<file path="src/rtl/bcd_clock_core.sv">
// BCD HH:MM:SS time-of-day core with 12/24 h format, load, per-field adjust and alarm bank.
// Define BCD_CLOCK_ALARM_EN to build the alarm registers and comparators.
module bcd_clock_core #(
   parameter int unsigned ALARM_CH  = 2,
   parameter int unsigned HOUR_MODE = 24,
   localparam int unsigned AIW = (ALARM_CH > 1) ? $clog2(ALARM_CH) : 1
) (
   input  logic                CP,
   input  logic                CR_N,
   input  logic                TICK,
   input  logic                CE,
   input  logic                PE,
   input  logic [7:0]          D_H,
   input  logic [7:0]          D_M,
   input  logic [7:0]          D_S,
   input  logic                D_PM,
   input  logic                ADJ_UP,
   input  logic                ADJ_DN,
   input  logic [1:0]          ADJ_SEL,
   input  logic                AL_WE,
   input  logic [AIW-1:0]      AL_IDX,
   input  logic [7:0]          AL_H,
   input  logic [7:0]          AL_M,
   input  logic                AL_PM,
   input  logic                AL_ON,
   output logic [7:0]          Q_H,
   output logic [7:0]          Q_M,
   output logic [7:0]          Q_S,
   output logic                PM,
   output logic                TC_S,
   output logic                TC_M,
   output logic                TC_H,
   output logic                LD_ERR,
   output logic [ALARM_CH-1:0] AL_HIT
);

   localparam bit          IS12  = (HOUR_MODE == 12);
   localparam logic [7:0]  H_MIN = IS12 ? 8'h01 : 8'h00;
   localparam logic [7:0]  H_MAX = IS12 ? 8'h12 : 8'h23;
   localparam logic [7:0]  H_RST = IS12 ? 8'h12 : 8'h00;
   localparam logic [7:0]  MS_MAX = 8'h59;

   function automatic logic [7:0] bcd_inc(input logic [7:0] v, input logic [7:0] lo,
                                          input logic [7:0] hi);
      if (v == hi) return lo;
      if (v[3:0] == 4'd9) return {v[7:4] + 4'd1, 4'd0};
      return {v[7:4], v[3:0] + 4'd1};
   endfunction

   function automatic logic [7:0] bcd_dec(input logic [7:0] v, input logic [7:0] lo,
                                          input logic [7:0] hi);
      if (v == lo) return hi;
      if (v[3:0] == 4'd0) return {v[7:4] - 4'd1, 4'd9};
      return {v[7:4], v[3:0] - 4'd1};
   endfunction

   // Byte compares against lo/hi are valid once both nibbles are known to be decimal.
   function automatic logic bcd_ok(input logic [7:0] v, input logic [7:0] lo,
                                   input logic [7:0] hi);
      return (v[7:4] <= 4'd9) && (v[3:0] <= 4'd9) && (v >= lo) && (v <= hi);
   endfunction

   logic [7:0]          nxt_h_c, nxt_m_c, nxt_s_c;
   logic                nxt_pm_c;
   logic                tc_s_c, tc_m_c, tc_h_c, ld_err_c, count_c, adj_c;
   logic [ALARM_CH-1:0] hit_c;

   // Next-time computation with priority load > adjust > tick.
   always_comb begin
      nxt_h_c  = Q_H;
      nxt_m_c  = Q_M;
      nxt_s_c  = Q_S;
      nxt_pm_c = PM;
      tc_s_c   = 1'b0;
      tc_m_c   = 1'b0;
      tc_h_c   = 1'b0;
      ld_err_c = 1'b0;
      count_c  = 1'b0;
      adj_c    = (ADJ_UP ^ ADJ_DN) && (ADJ_SEL != 2'd3);
      if (PE) begin
         if (bcd_ok(D_H, H_MIN, H_MAX) && bcd_ok(D_M, 8'h00, MS_MAX) &&
             bcd_ok(D_S, 8'h00, MS_MAX)) begin
            nxt_h_c  = D_H;
            nxt_m_c  = D_M;
            nxt_s_c  = D_S;
            nxt_pm_c = IS12 ? D_PM : 1'b0;
         end else begin
            ld_err_c = 1'b1;
         end
      end else if (adj_c) begin
         case (ADJ_SEL)
            2'd0: nxt_s_c = ADJ_UP ? bcd_inc(Q_S, 8'h00, MS_MAX) : bcd_dec(Q_S, 8'h00, MS_MAX);
            2'd1: nxt_m_c = ADJ_UP ? bcd_inc(Q_M, 8'h00, MS_MAX) : bcd_dec(Q_M, 8'h00, MS_MAX);
            default: begin
               if (ADJ_UP) begin
                  nxt_h_c = bcd_inc(Q_H, H_MIN, H_MAX);
                  if (IS12 && (Q_H == 8'h11)) nxt_pm_c = ~PM;
               end else begin
                  nxt_h_c = bcd_dec(Q_H, H_MIN, H_MAX);
                  if (IS12 && (Q_H == 8'h12)) nxt_pm_c = ~PM;
               end
            end
         endcase
      end else if (TICK && CE) begin
         count_c = 1'b1;
         nxt_s_c = bcd_inc(Q_S, 8'h00, MS_MAX);
         if (Q_S == MS_MAX) begin
            tc_s_c  = 1'b1;
            nxt_m_c = bcd_inc(Q_M, 8'h00, MS_MAX);
            if (Q_M == MS_MAX) begin
               tc_m_c  = 1'b1;
               nxt_h_c = bcd_inc(Q_H, H_MIN, H_MAX);
               if (IS12) begin
                  if (Q_H == 8'h11) begin
                     tc_h_c   = 1'b1;
                     nxt_pm_c = ~PM;
                  end
               end else if (Q_H == 8'h23) begin
                  tc_h_c = 1'b1;
               end
            end
         end
      end
   end

`ifdef BCD_CLOCK_ALARM_EN
   logic [7:0] al_h_r  [ALARM_CH];
   logic [7:0] al_m_r  [ALARM_CH];
   logic       al_pm_r [ALARM_CH];
   logic       al_on_r [ALARM_CH];
   logic       al_ok_c;

   assign al_ok_c = bcd_ok(AL_H, H_MIN, H_MAX) && bcd_ok(AL_M, 8'h00, MS_MAX);

   // Compare against the pre-write registers so a same-cycle write sees the old alarm.
   always_comb begin
      hit_c = '0;
      for (int i = 0; i < ALARM_CH; i++)
         hit_c[i] = count_c && (nxt_s_c == 8'h00) && al_on_r[i] && (al_h_r[i] == nxt_h_c) &&
                    (al_m_r[i] == nxt_m_c) && (al_pm_r[i] == nxt_pm_c);
   end

   always_ff @(posedge CP or negedge CR_N) begin
      if (!CR_N) begin
         for (int i = 0; i < ALARM_CH; i++) begin
            al_h_r[i]  <= 8'h00;
            al_m_r[i]  <= 8'h00;
            al_pm_r[i] <= 1'b0;
            al_on_r[i] <= 1'b0;
         end
      end else if (AL_WE && al_ok_c) begin
         for (int i = 0; i < ALARM_CH; i++) begin
            if (AL_IDX == AIW'(i)) begin
               al_h_r[i]  <= AL_H;
               al_m_r[i]  <= AL_M;
               al_pm_r[i] <= IS12 ? AL_PM : 1'b0;
               al_on_r[i] <= AL_ON;
            end
         end
      end
   end
`else
   logic unused_al;
   assign unused_al = ^{AL_WE, AL_IDX, AL_H, AL_M, AL_PM, AL_ON, count_c};
   assign hit_c     = '0;
`endif

   always_ff @(posedge CP or negedge CR_N) begin
      if (!CR_N) begin
         Q_H    <= H_RST;
         Q_M    <= 8'h00;
         Q_S    <= 8'h00;
         PM     <= 1'b0;
         TC_S   <= 1'b0;
         TC_M   <= 1'b0;
         TC_H   <= 1'b0;
         LD_ERR <= 1'b0;
         AL_HIT <= '0;
      end else begin
         Q_H    <= nxt_h_c;
         Q_M    <= nxt_m_c;
         Q_S    <= nxt_s_c;
         PM     <= nxt_pm_c;
         TC_S   <= tc_s_c;
         TC_M   <= tc_m_c;
         TC_H   <= tc_h_c;
         LD_ERR <= ld_err_c;
         AL_HIT <= hit_c;
      end
   end

endmodule

</file>
<file path="config.mk">
export PLATFORM = sky130hd
export DESIGN_NAME = bcd_clock_core
export DESIGN_NICKNAME = d
export VERILOG_FILES = /design/src/rtl/bcd_clock_core.sv
export SDC_FILE = /design/constraint.sdc
export NUM_CORES = 1
export LEC_CHECK = 0
export CORE_ASPECT_RATIO = 1.4
export CORE_MARGIN = 2
export CORE_UTILIZATION = 55
export CTS_CLUSTER_SIZE = 8
export DETAILED_ROUTE_END_ITERATION = 10
export DONT_BUFFER_PORTS = 1
export GPL_ROUTABILITY_DRIVEN = 0
export PLACE_DENSITY = 0.81
export SLEW_MARGIN = 20
export SYNTH_ARGS = -nofsm -noshare
export SYNTH_HDL_FRONTEND = slang
export SYNTH_SLANG_ARGS = --single-unit
</file>
<file path="constraint.sdc">
create_clock -name CP -period 2.1 [get_ports CP]
set_input_delay 0.21 -clock CP [delete_from_list [all_inputs] [get_ports CP]]
set_output_delay 0.21 -clock CP [all_outputs]
set_load 0.02 [all_outputs]
</file>
After elaboration in Yosys (flattened, before gate mapping)
Cells that the tools add are included.

storage, ports and cells
  register bits after elaboration = 28
  bits of input ports = 54
  output and inout port bits = 31
  word-level logic and storage cells = 236

operators by class
  add/sub/neg operators = 12
  $lt $le $gt $ge = 12
  equal/unequal tests = 18
  multiplexer cells = 150
  bitwise gates (word level) = 1
  reduce and logical (&&, ||, !) cells = 33

operator list
  kind                                                                              number
  8-bit 2-to-1 mux                                                                  51
  1-bit 2-to-1 mux                                                                  99
  5-bit by 3-bit != test with 1-bit output, second input constant                   6
  4-bit by 1-bit adder with 4-bit output, second input constant                     6
  8-bit by 1-bit >= comparator with 1-bit output, second input constant             3
  4-bit less-or-equal comparator, second input constant                             6
  8-bit logical NOT                                                                 3
  4-bit by 1-bit subtractor with 4-bit output, second input constant                6
  8-bit by 7-bit == test with 1-bit output, second input constant                   2
  8-bit by 7-bit less-or-equal comparator with 1-bit output, second input constant  2
  1-bit logical AND                                                                 13
  4-bit == test, second input constant                                              3
  4-bit logical NOT                                                                 3
  4-bit nonzero test                                                                3
  3-bit nonzero test                                                                3
  8-bit by 6-bit == test with 1-bit output, second input constant                   1
  8-bit by 6-bit less-or-equal comparator with 1-bit output, second input constant  1
  8-bit AND reduction                                                               1
  7-bit AND reduction                                                               1
  3-bit by 2-bit != test with 1-bit output, second input constant                   2
  6-bit AND reduction                                                               1
  5-bit AND reduction                                                               1
  4-bit AND reduction                                                               1
  3-bit != test, second input constant                                              1
  7 further kinds                                                                   7

Longest topological paths before layout
Gate-level depths: netlist of the first run.

  depth in word-level cells = 20
  depth in mapped cells = 9
  depth with buffers taken out = 8

Worst setup path after synthesis of the first run
No wires, ideal clock.

  path kind = reg-to-reg
  from = register Q_H[4]
  to = register Q_H[6]
  library setup time = 0.121 ns
  data arrival time = 1.941 ns
  data required time = 1.979 ns
  slack = 0.038 ns
  stages on the path, launching flop included = 9
  path buffers = 0
  period minus slack after synthesis = 2.062 ns
  path through = dfrtp_1 inv_1 ha_1 nor4b_2 a22oi_1 o311a_1 nor3_4 o21ai_1 a22o_2

on the way
  cells in the longest elaborated chain, start to end = 13
  elaborated cells between the ends (all ways) = 38
  classes of those cells = add/sub: 2; eq/ne: 3; mux: 30; reduce/logical: 3

ends and longest elaborated chain
  element                                   line  text
  start, declared                           26    output logic [7:0] Q_H,
  start signal, assigned                    180   Q_H <= nxt_h_c;
  8-bit by 6-bit == test with 1-bit output  45    if (v == hi) return lo;
  1-bit 2-to-1 mux                          45
  1-bit 2-to-1 mux                          110   if (Q_M == MS_MAX) begin
  1-bit 2-to-1 mux                          107   if (Q_S == MS_MAX) begin
  1-bit 2-to-1 mux                          104   end else if (TICK && CE) begin
  1-bit 2-to-1 mux                          90    end else if (adj_c) begin
  1-bit 2-to-1 mux                          80    if (PE) begin
  8-bit 2-to-1 mux                          46    if (v[3:0] == 4'd9) return {v[7:4] + 4'd1, 4'd0};
  8-bit 2-to-1 mux                          110
  8-bit 2-to-1 mux                          107
  8-bit 2-to-1 mux                          104
  8-bit 2-to-1 mux                          90
  8-bit 2-to-1 mux                          80

Parallel ways exist; a longest one is shown, timed or not. The select of a mux whose other input is x is not followed.
A chain may end at the register's enable or synchronous reset.

Final worst setup path of the first run
Ends and elaborated chain as after synthesis.

==> flow_summary.yaml, run 1 <==
status:
  outcome: "finished, violations left"
  violations: "negative setup slack"
floorplan:
  row_count: 30
  die_area_um2: 5455
  boundaryPins: 85
  core-area_um2: 4767
  die_h_um: 86.60
  start_util_pct: 56.22
  die_w_um: 63.00
synthesis:
  avgSynthCellArea_um2: 8.171
  synth.area.top_cells: "dfrtp_1 26%, ha_1 9.3%, nand2_1 4.8%"
  synthCells: 328
  synthArstFlopShare_pct: 100.0
  yosys.area.top_type: "dfrtp_1"
  ys.flop_type: "dfrtp_1"
  synth_edf_count: 0
  synth-seq-area-share_pct: 26.14
  synth-seq-cells: 28
  synth_top_cell_area_share_pct: 26.14
  ys_warn_count: 0
  synth.distinct_cells: 71
  netlist_area_um2: 2680
  synth.most_common_cell: "nand2_1"
  synth_commonest_cells: "34 x nand2_1, 28 x dfrtp_1, 22 x o21ai_0"
cells_and_area:
  fillCellCount: 395
  multi_input_area_um2: 1851
  seq_area_um2: 700.7
  synthToLayoutAreaGrowth_pct: 18.72
  insertedDiodeCount: 0
  drive_above_1_share_pct: 23.71
  final_nets: 443
  finish.utilization_pct: 66.75
global_routing:
  gr-max-usage-layer: "met2"
  antenna_found_initial: 0
  grt_overflow: 0
  met2_usage_pct: 53.09
  grt_start_max_net_pins: 54
  grt_pass1_wl_um: 12010
  met3_usage_pct: 4.545
  grt_pass1_vias: 2717
  grtUsageTotal_pct: 27.56
  grtUsageMet1_pct: 28.65
clock_network:
  insertion_delay_ns: 0.29
  h-tree-depth: 1
  numCtsBuffers: 3
  clk_path_buf_depth: 2
  clk_pin_slew_ns: 0.10
  cts_sinks: 28
  cts_tree: "done"
  cts-root-buf: "clkbuf_8"
setup_path:
  cpPeakStageDelay_ns: 0.41
  endpoint: "Q_H[6]"
  crit_buf_inv: 1
  reg2reg_depth: 8
  path_cells: "inv_2, ha_4, nor4b_4, a22oi_2, o311a_1, nor3_4, o21ai_1, a22o_2"
  critPathKind: "flip-flop to flip-flop"
  cp_num_cells: 8
  timing.rr.end: "Q_H[6]"
  critPathLaunchType: "flip-flop"
  r2r_slack_ns: -0.005
  crit_path_max_fanout: 6
  required_ns: 2.28
  cp-startpoint: "Q_H[4]"
  crit_family: "compound AO/OA/AOI/OAI gates"
  crit_path_end_kind: "flip-flop"
  critPathArrivalTime_ns: 2.29
  slowest_stage: "dfrtp_1"
  reg2reg_from: "Q_H[4]"
timing:
  skew_ns: 0.004093
  fin_tns_setup_ns: -0.004533
  fin_crit_sh_pct: 100.2
  max_freq_mhz: 475.2
  grt_setup_unrepaired: "yes"
  drv_slew: 0
  setup_violations: 1
  layout_min_cycle_time_ns: 2.105
  hold_viol_final: 0
  worst_slew_pin_slew_ns: 0.5051
  relSlewSlack_pct: 66.02
  setup_ws_ns: -0.004533
route:
  num_vias: 2750
  ant_nets: 0
  avgViaCountPerCell: 6.381
  wl_um: 7782
  drc: 0
  avgRoutedWirePerCell_um: 18.06
  dr.pass1.iters: 6
  drt-initial-drc-count: 284
power:
  p_leak_nw: 1.389
  ir_worst_vdd_v: 0.0005716
  powerDensity_nw_per_um2: 927.1
place:
  port_buffers: 0
  dpl.hpwl_um: 5634
  pre_cts_slack_ns: 0.02234
hold_path:
  hold_path.class: "input pin to flip-flop"
flow_run:
  max-cap-violations: 0
[power by group]
group / switching, mW / total (mW) / internal, mW
logic: 1.05 / 1.82 / 0.770
clock network: 0.189 / 0.319 / 0.130
registers: 0.135 / 0.814 / 0.679
[area by class of cell]
type	instances	area share (%)
multi-input combinational	260	58.16
sequential	28	22.02
timing repair buffer	54	13.41
inverter	22	2.595
tap	64	2.517
clock buffer	3	1.298
[metrics by stage]
stage	total power, mW	std cells	area, µm²	hold WS (ns)
finish	2.950	431	3182	0.03008
detailed placement	2.526	422	3017	-0.08481
global placement	2.474	422	3017	-0.08497
floorplan	2.009	330	2688	-0.08559
global route	3.143	431	3182	0.008875
CTS	2.852	428	3098	0.02103
[state kept, by name, summed over array words and instances, names as in the netlist]
signal  count
Q_M         8
TC_M        1
Q_S         8
TC_H        1
Q_H         8
LD_ERR      1
TC_S        1
[placed cells by master (no fill, tap or decap), drive strengths merged, types with 4 or more instances in the layout]
cell / n
a211oi: 6
a21oi: 18
a221oi: 4
a31oi: 6
buf: 52
dfrtp: 28
ha: 20
inv: 21
mux2: 8
nand2: 35
nand2b: 4
nand3: 11
nand3b: 5
nor2: 20
nor3: 14
nor3b: 5
o21ai: 28
o221ai: 4
o31ai: 4
xnor2: 4
xor2: 6
[how the worst min path moves through the flow]
stage	start	end	depth (start not counted)
CTS	PE	TC_M	1
detailed placement	CR_N	Q_S[1]	0
finish	PE	TC_M	1
global route	PE	TC_M	1
floorplan	CR_N	LD_ERR	0
global placement	CR_N	Q_S[1]	0
[metal layers]
metal	wire, µm	up-vias	part of all wire (%)
met4	238	0	3.1
met3	471	27	6.1
met5	0	-	0
met1	2971	1308	38
met2	4100	133	53
li1	-	1282	-
[cell families (layout without fill, tap and decap cells)]
logic type / after synthesis / in the layout / synth area share, %
AO/OA/AOI/OAI: 103 / 103 / 26.61
XOR/XNOR: 10 / 10 / 3.268
adder cells (fa/ha/maj): 20 / 20 / 9.337
buffers and inverters: 42 / 79 / 7.236
flip-flops: 28 / 28 / 26.14
multiplexers: 11 / 11 / 4.762
other: 1 / 3 / 0.1399
AND/OR/NAND/NOR: 113 / 113 / 22.50
[timing repair]
item	4_1_cts	5_1_grt
hold buffers	3	0
setup buffers	0	3
gates resized for setup	0	16
endpoints found under the setup margin	0	13
endpoints found under the hold margin	29	0
No activity file was read; power rests on OpenSTA's default activity.
==> run 2, diff against run 1 <==
Clock period 2.1 ns to 1.8 ns, I/O delays scaled along.
==> flow_summary.yaml, run 2 (synthesized netlist as in run 1, its figures left out) <==
setup_path:
  crit_path_end_kind: "flip-flop"
  critPathArrivalTime_ns: 2.36
  slowest_stage: "dfrtp_2"
  crit_buf_inv: 4
  path_cells: "inv_2, ha_4, nand3b_1, buf_4, buf_6, buf_6, a221oi_2, o21bai_4, nor2_1, o21ai_1, o31ai_1"
  required_ns: 1.98
  crit_path_max_fanout: 3
  path_common_cell: "buf_6"
  critPathLaunchType: "flip-flop"
  crit_family: "compound AO/OA/AOI/OAI gates"
  cpPeakStageDelay_ns: 0.43
  critPathKind: "flip-flop to flip-flop"
floorplan:
  die_area_um2: 5455
  die_h_um: 86.60
  boundaryPins: 85
  row_count: 30
  die_w_um: 63.00
  core-area_um2: 4767
  start_util_pct: 56.22
cells_and_area:
  final_common_cell: "buf_4"
  fillCellCount: 264
  reg.largest.list: "Q_H (8), Q_M (8), Q_S (8)"
  mostFrequentLayoutCells: "90 x buf_4, 31 x nand2_1, 18 x dfrtp_1, 15 x nor2_1, 14 x inv_1"
  fin_cells: 482
  drive_above_1_share_pct: 48.09
  synthToLayoutAreaGrowth_pct: 48.83
  final_nets: 493
  design_area_um2: 3989
  insertedDiodeCount: 0
place:
  dpl.hpwl_um: 6363
  dpl_cell_area_um2: 3420
  dpl.cell_count: 460
  port_buffers: 0
power:
  p_seq_share_pct: 22.6
  p_switching_mw: 2.063
  p_sw_share_pct: 47.09
  p_leak_nw: 1.710
  powerDensity_nw_per_um2: 1098
  combPwrFrac_pct: 67.6
  pwr-share-clk_pct: 9.8
  internal_power_mw: 2.318
  ir_worst_vdd_v: 0.0008486
timing:
  setup_violations: 25
  fin_crit_sh_pct: 121.2
  skew_ns: 0.005037
  grt_setup_unrepaired: "yes"
  max_freq_mhz: 458.5
  layout_min_cycle_time_ns: 2.181
  hold_viol_final: 0
  fin_tns_setup_ns: -5.198
  worst_hold_slack_ns: 0.04182
  relSlewSlack_pct: 49.44
  setup_ws_ns: -0.3809
  worst_slew_pin_slew_ns: 0.7569
  drv_slew: 0
clock_network:
  cts_tree: "done"
  cts_sinks: 28
  cts-root-buf: "clkbuf_8"
  clk_path_buf_depth: 2
  clk_pin_slew_ns: 0.11
  h-tree-depth: 1
  numCtsBuffers: 3
  insertion_delay_ns: 0.29
route:
  wl_um: 11120
  avgRoutedWirePerCell_um: 23.07
  drc: 0
  avgViaCountPerCell: 6.820
  dr.pass1.iters: 5
  num_vias: 3287
  ant_nets: 0
  drt-initial-drc-count: 283
global_routing:
  grtUsageTotal_pct: 32.15
  grt_overflow: 0
  grt_start_max_net_pins: 54
  antenna_found_initial: 0
  grt_pass1_vias: 3037
  grt_pass1_wl_um: 14010
flow_run:
  max-cap-violations: 0
status:
  outcome: "finished, violations left"
  violations: "negative setup slack"
hold_path:
  hold_path.class: "input pin to flip-flop"
run 2: cell types whose count changed in the layout (fill, tap and decap cells not counted), moves of 6 or more:
| cell | delta |
|---|---|
| o21ai_0 | -9 |
| a211oi_1 | -6 |
| dfrtp_2 | +10 |
| inv_1 | -6 |
| a211oi_2 | +6 |
| buf_6 | +10 |
| buf_4 | +40 |
| dfrtp_1 | -10 |
| inv_2 | +6 |
run 2: cell type report:
class	count	area (µm²)	share of cell area [%]
Multi-Input combinational cell	260	2218	55.61
Timing Repair Buffer	104	839.6	21.05
Sequential cell	28	713.2	17.88
Inverter	22	82.58	2.070
Tap cell	64	80.08	2.008
Clock buffer	4	55.05	1.380
run 2: worst paths after layout:
| path | endpoint | from | cells after the start | slack (ns) |
|---|---|---|---|---|
| worst max-delay path | Q_S[2] | Q_S[1] | 11 | -0.38 |
| worst min-delay path | Q_H[4] | D_H[4] | 2 | 0.04 |
| worst max register to register | Q_S[2] | Q_S[1] | 11 | -0.38 |
| worst min register to register | Q_S[0] | Q_S[0] | 2 | 0.66 |
| max in group asynchronous | Q_S[5] | CR_N | 2 | 1.28 |
| min in group asynchronous | Q_M[3] | CR_N | 2 | 0.33 |
run 2: per-stage QoR:
| step | utilization (%) | total power, mW | setup slack (ns) |
|---|---|---|---|
| 3_5_place_dp | 71.73 | 3.316 | -0.2308 |
| 6_report | 83.67 | 4.381 | -0.3809 |
| 5_1_grt | 83.67 | 4.552 | -0.3803 |
| 4_1_cts | 75.20 | 3.829 | -0.2029 |
| 3_3_place_gp | 71.73 | 3.230 | -0.1841 |
| 2_1_floorplan | - | 2.472 | -0.2521 |
run 2: layer usage:
layer	global-route usage, %	vias up	routed length [µm]
met5	0	-	0
met4	18.18	0	767
met1	34.23	1590	3825
met2	59.09	231	5715
met3	5.974	83	810
li1	-	1383	-
run 2: what timing repair did:
item / CTS / global route
endpoints found under the setup margin: 22 / 26
hold buffers: 3 / 0
hold endpoints to repair: 29 / 0
buffers inserted: 4 / 15
pin swaps: 2 / 25
resized for setup: 13 / 68
run 2: power groups by stage:
stage          clock, mW  combinational [mW]  sequential, mW
2_1_floorplan          0                1.24            1.24
3_3_place_gp           0                2.27           0.960
3_5_place_dp           0                2.35           0.965
4_1_cts            0.427                2.44           0.957
5_1_grt            0.450                3.10            1.00
6_report           0.428                2.96           0.990
==> run 3, diff against run 2 <==
Settings changed: CORE_MARGIN 2 to 4, PLACE_DENSITY 0.81 to 0.78.
Clock period 1.8 ns to 2.3 ns, I/O delays scaled along.
==> flow_summary.yaml, run 3 (synthesized netlist as in run 1, its figures left out) <==
status:
  outcome: "finished, final reports clean"
timing:
  worst_hold_slack_ns: 0.04326
  setup_violations: 0
  max_freq_mhz: 458.8
  drv_slew: 0
  hold_viol_final: 0
  relSlewSlack_pct: 65.71
  worst_slew_pin_slew_ns: 0.5110
  skew_ns: 0.004262
  fin_crit_sh_pct: 94.77
  layout_min_cycle_time_ns: 2.180
clock_network:
  insertion_delay_ns: 0.28
  cts-root-buf: "clkbuf_8"
  h-tree-depth: 1
  clk_path_buf_depth: 2
  numCtsBuffers: 3
  cts_tree: "done"
  clk_pin_slew_ns: 0.11
  cts_sinks: 28
setup_path:
  critPathKind: "flip-flop to flip-flop"
  endpoint: "Q_H[6]"
  r2r_slack_ns: 0.12
  required_ns: 2.48
  slowest_stage: "dfrtp_2"
  timing.rr.end: "Q_H[6]"
  cp-startpoint: "Q_H[0]"
  cpPeakStageDelay_ns: 0.46
  critPathArrivalTime_ns: 2.36
  reg2reg_from: "Q_H[0]"
  path_cells: "inv_2, ha_1, nor3b_2, nand3_1, o311a_1, nor3_4, o21ai_1, a22o_2"
  crit_path_max_fanout: 6
  crit_path_end_kind: "flip-flop"
  reg2reg_depth: 8
  critPathLaunchType: "flip-flop"
place:
  dpl_cell_area_um2: 2872
  dpl.hpwl_um: 5530
  port_buffers: 0
power:
  powerDensity_nw_per_um2: 876.9
  p_leak_nw: 1.302
  ir_worst_vdd_v: 0.0004766
route:
  drc: 0
  wl_um: 7471
  num_vias: 2600
  ant_nets: 0
  avgViaCountPerCell: 6.326
  avgRoutedWirePerCell_um: 18.18
  dr.pass1.iters: 4
  drt-initial-drc-count: 242
global_routing:
  grt_pass1_vias: 2582
  grt_pass1_wl_um: 12060
  antenna_found_initial: 0
  grt_overflow: 0
  grtUsageTotal_pct: 24.91
  grt_start_max_net_pins: 54
floorplan:
  start_util_pct: 58.16
  die_w_um: 67.00
  die_area_um2: 6069
  core-area_um2: 4608
  die_h_um: 90.60
  row_count: 29
  boundaryPins: 85
cells_and_area:
  design_area_um2: 2999
  insertedDiodeCount: 0
  seq_area_um2: 701.9
  reg.largest.list: "Q_H (8), Q_M (8), Q_S (8)"
  drive_above_1_share_pct: 18.34
  fillCellCount: 406
  final_nets: 424
  multi_input_area_um2: 1804
  synthToLayoutAreaGrowth_pct: 11.90
  final_common_cell: "nand2_1"
  mostFrequentLayoutCells: "34 x nand2_1, 33 x buf_4, 27 x dfrtp_1, 22 x o21ai_0"
flow_run:
  max-cap-violations: 0
hold_path:
  min-delay-start: "PE"
  hold_path.class: "input pin to flip-flop"
## run 3: cell types whose count changed in the layout (fill, tap and decap cells not counted), moves of 7 or more
cell     previous run  this run
o21ai_0            13        22
dfrtp_1            18        27
dfrtp_2            10         1
buf_6              11         0
buf_4              90        33
ha_1               13        20
## run 3: metal layers
layer / share of wire [%] / vias up / global-route usage (%)
met4: 2.0 / 0 / 7.783
met5: 0 / - / 0
li1: - / 1240 / -
met3: 7.0 / 13 / 3.985
met1: 38 / 1233 / 29.25
met2: 53 / 114 / 44.70
## run 3: final cells by class
type	instances	share of cell area [%]
repair buffers	35	9.262
multi-input cells	260	60.16
inverters	22	2.753
well taps	62	2.587
clock buffers	4	1.836
flip-flops and latches	28	23.40
## run 3: worst min-delay path by stage
| stage | endpoint | slack (ns) | depth (start not counted) |
|---|---|---|---|
| 6_report | TC_S | 0.04 | 1 |
| 3_3_place_gp | TC_M | -0.06 | 0 |
| 4_1_cts | TC_S | 0.03 | 1 |
| 3_5_place_dp | Q_H[1] | -0.06 | 0 |
| 5_1_grt | TC_S | 0.01 | 1 |
| 2_1_floorplan | LD_ERR | -0.07 | 0 |
## run 3: critical path, delay by kind of cell, from the launching register on
kind	cells	cell delay, ns
compound gates	3	0.54
fa+ha+maj	1	0.23
buf+inv	1	0.10
flops	1	0.46
simple gates	3	0.73
## run 3: repair_timing
action	in CTS	in global routing
hold buffers	2	0
endpoints found under the hold margin	28	0
setup buffers	0	4
endpoints found under the setup margin	0	8
gates resized for setup	0	4
## run 3: report_power, final
group / internal, mW / switching (mW) / leakage, nW / total (mW)
registers: 0.620 / 0.119 / 0.348 / 0.739
logic: 0.640 / 0.924 / 0.925 / 1.56
clock network: 0.154 / 0.173 / 0.0288 / 0.327
## run 3: metrics by stage
step	cells	total power [mW]	worst slack, ns	utilization, %	TNS [ns]
floorplan	330	1.834	0.2377	-	0
global placement	401	2.200	0.1346	62.31	0
detailed placement	401	2.249	0.04248	62.31	0
CTS	407	2.587	0.02000	64.16	0
global route	411	2.823	-0.03772	65.08	-0.09553
finish	411	2.630	0.1204	65.08	0
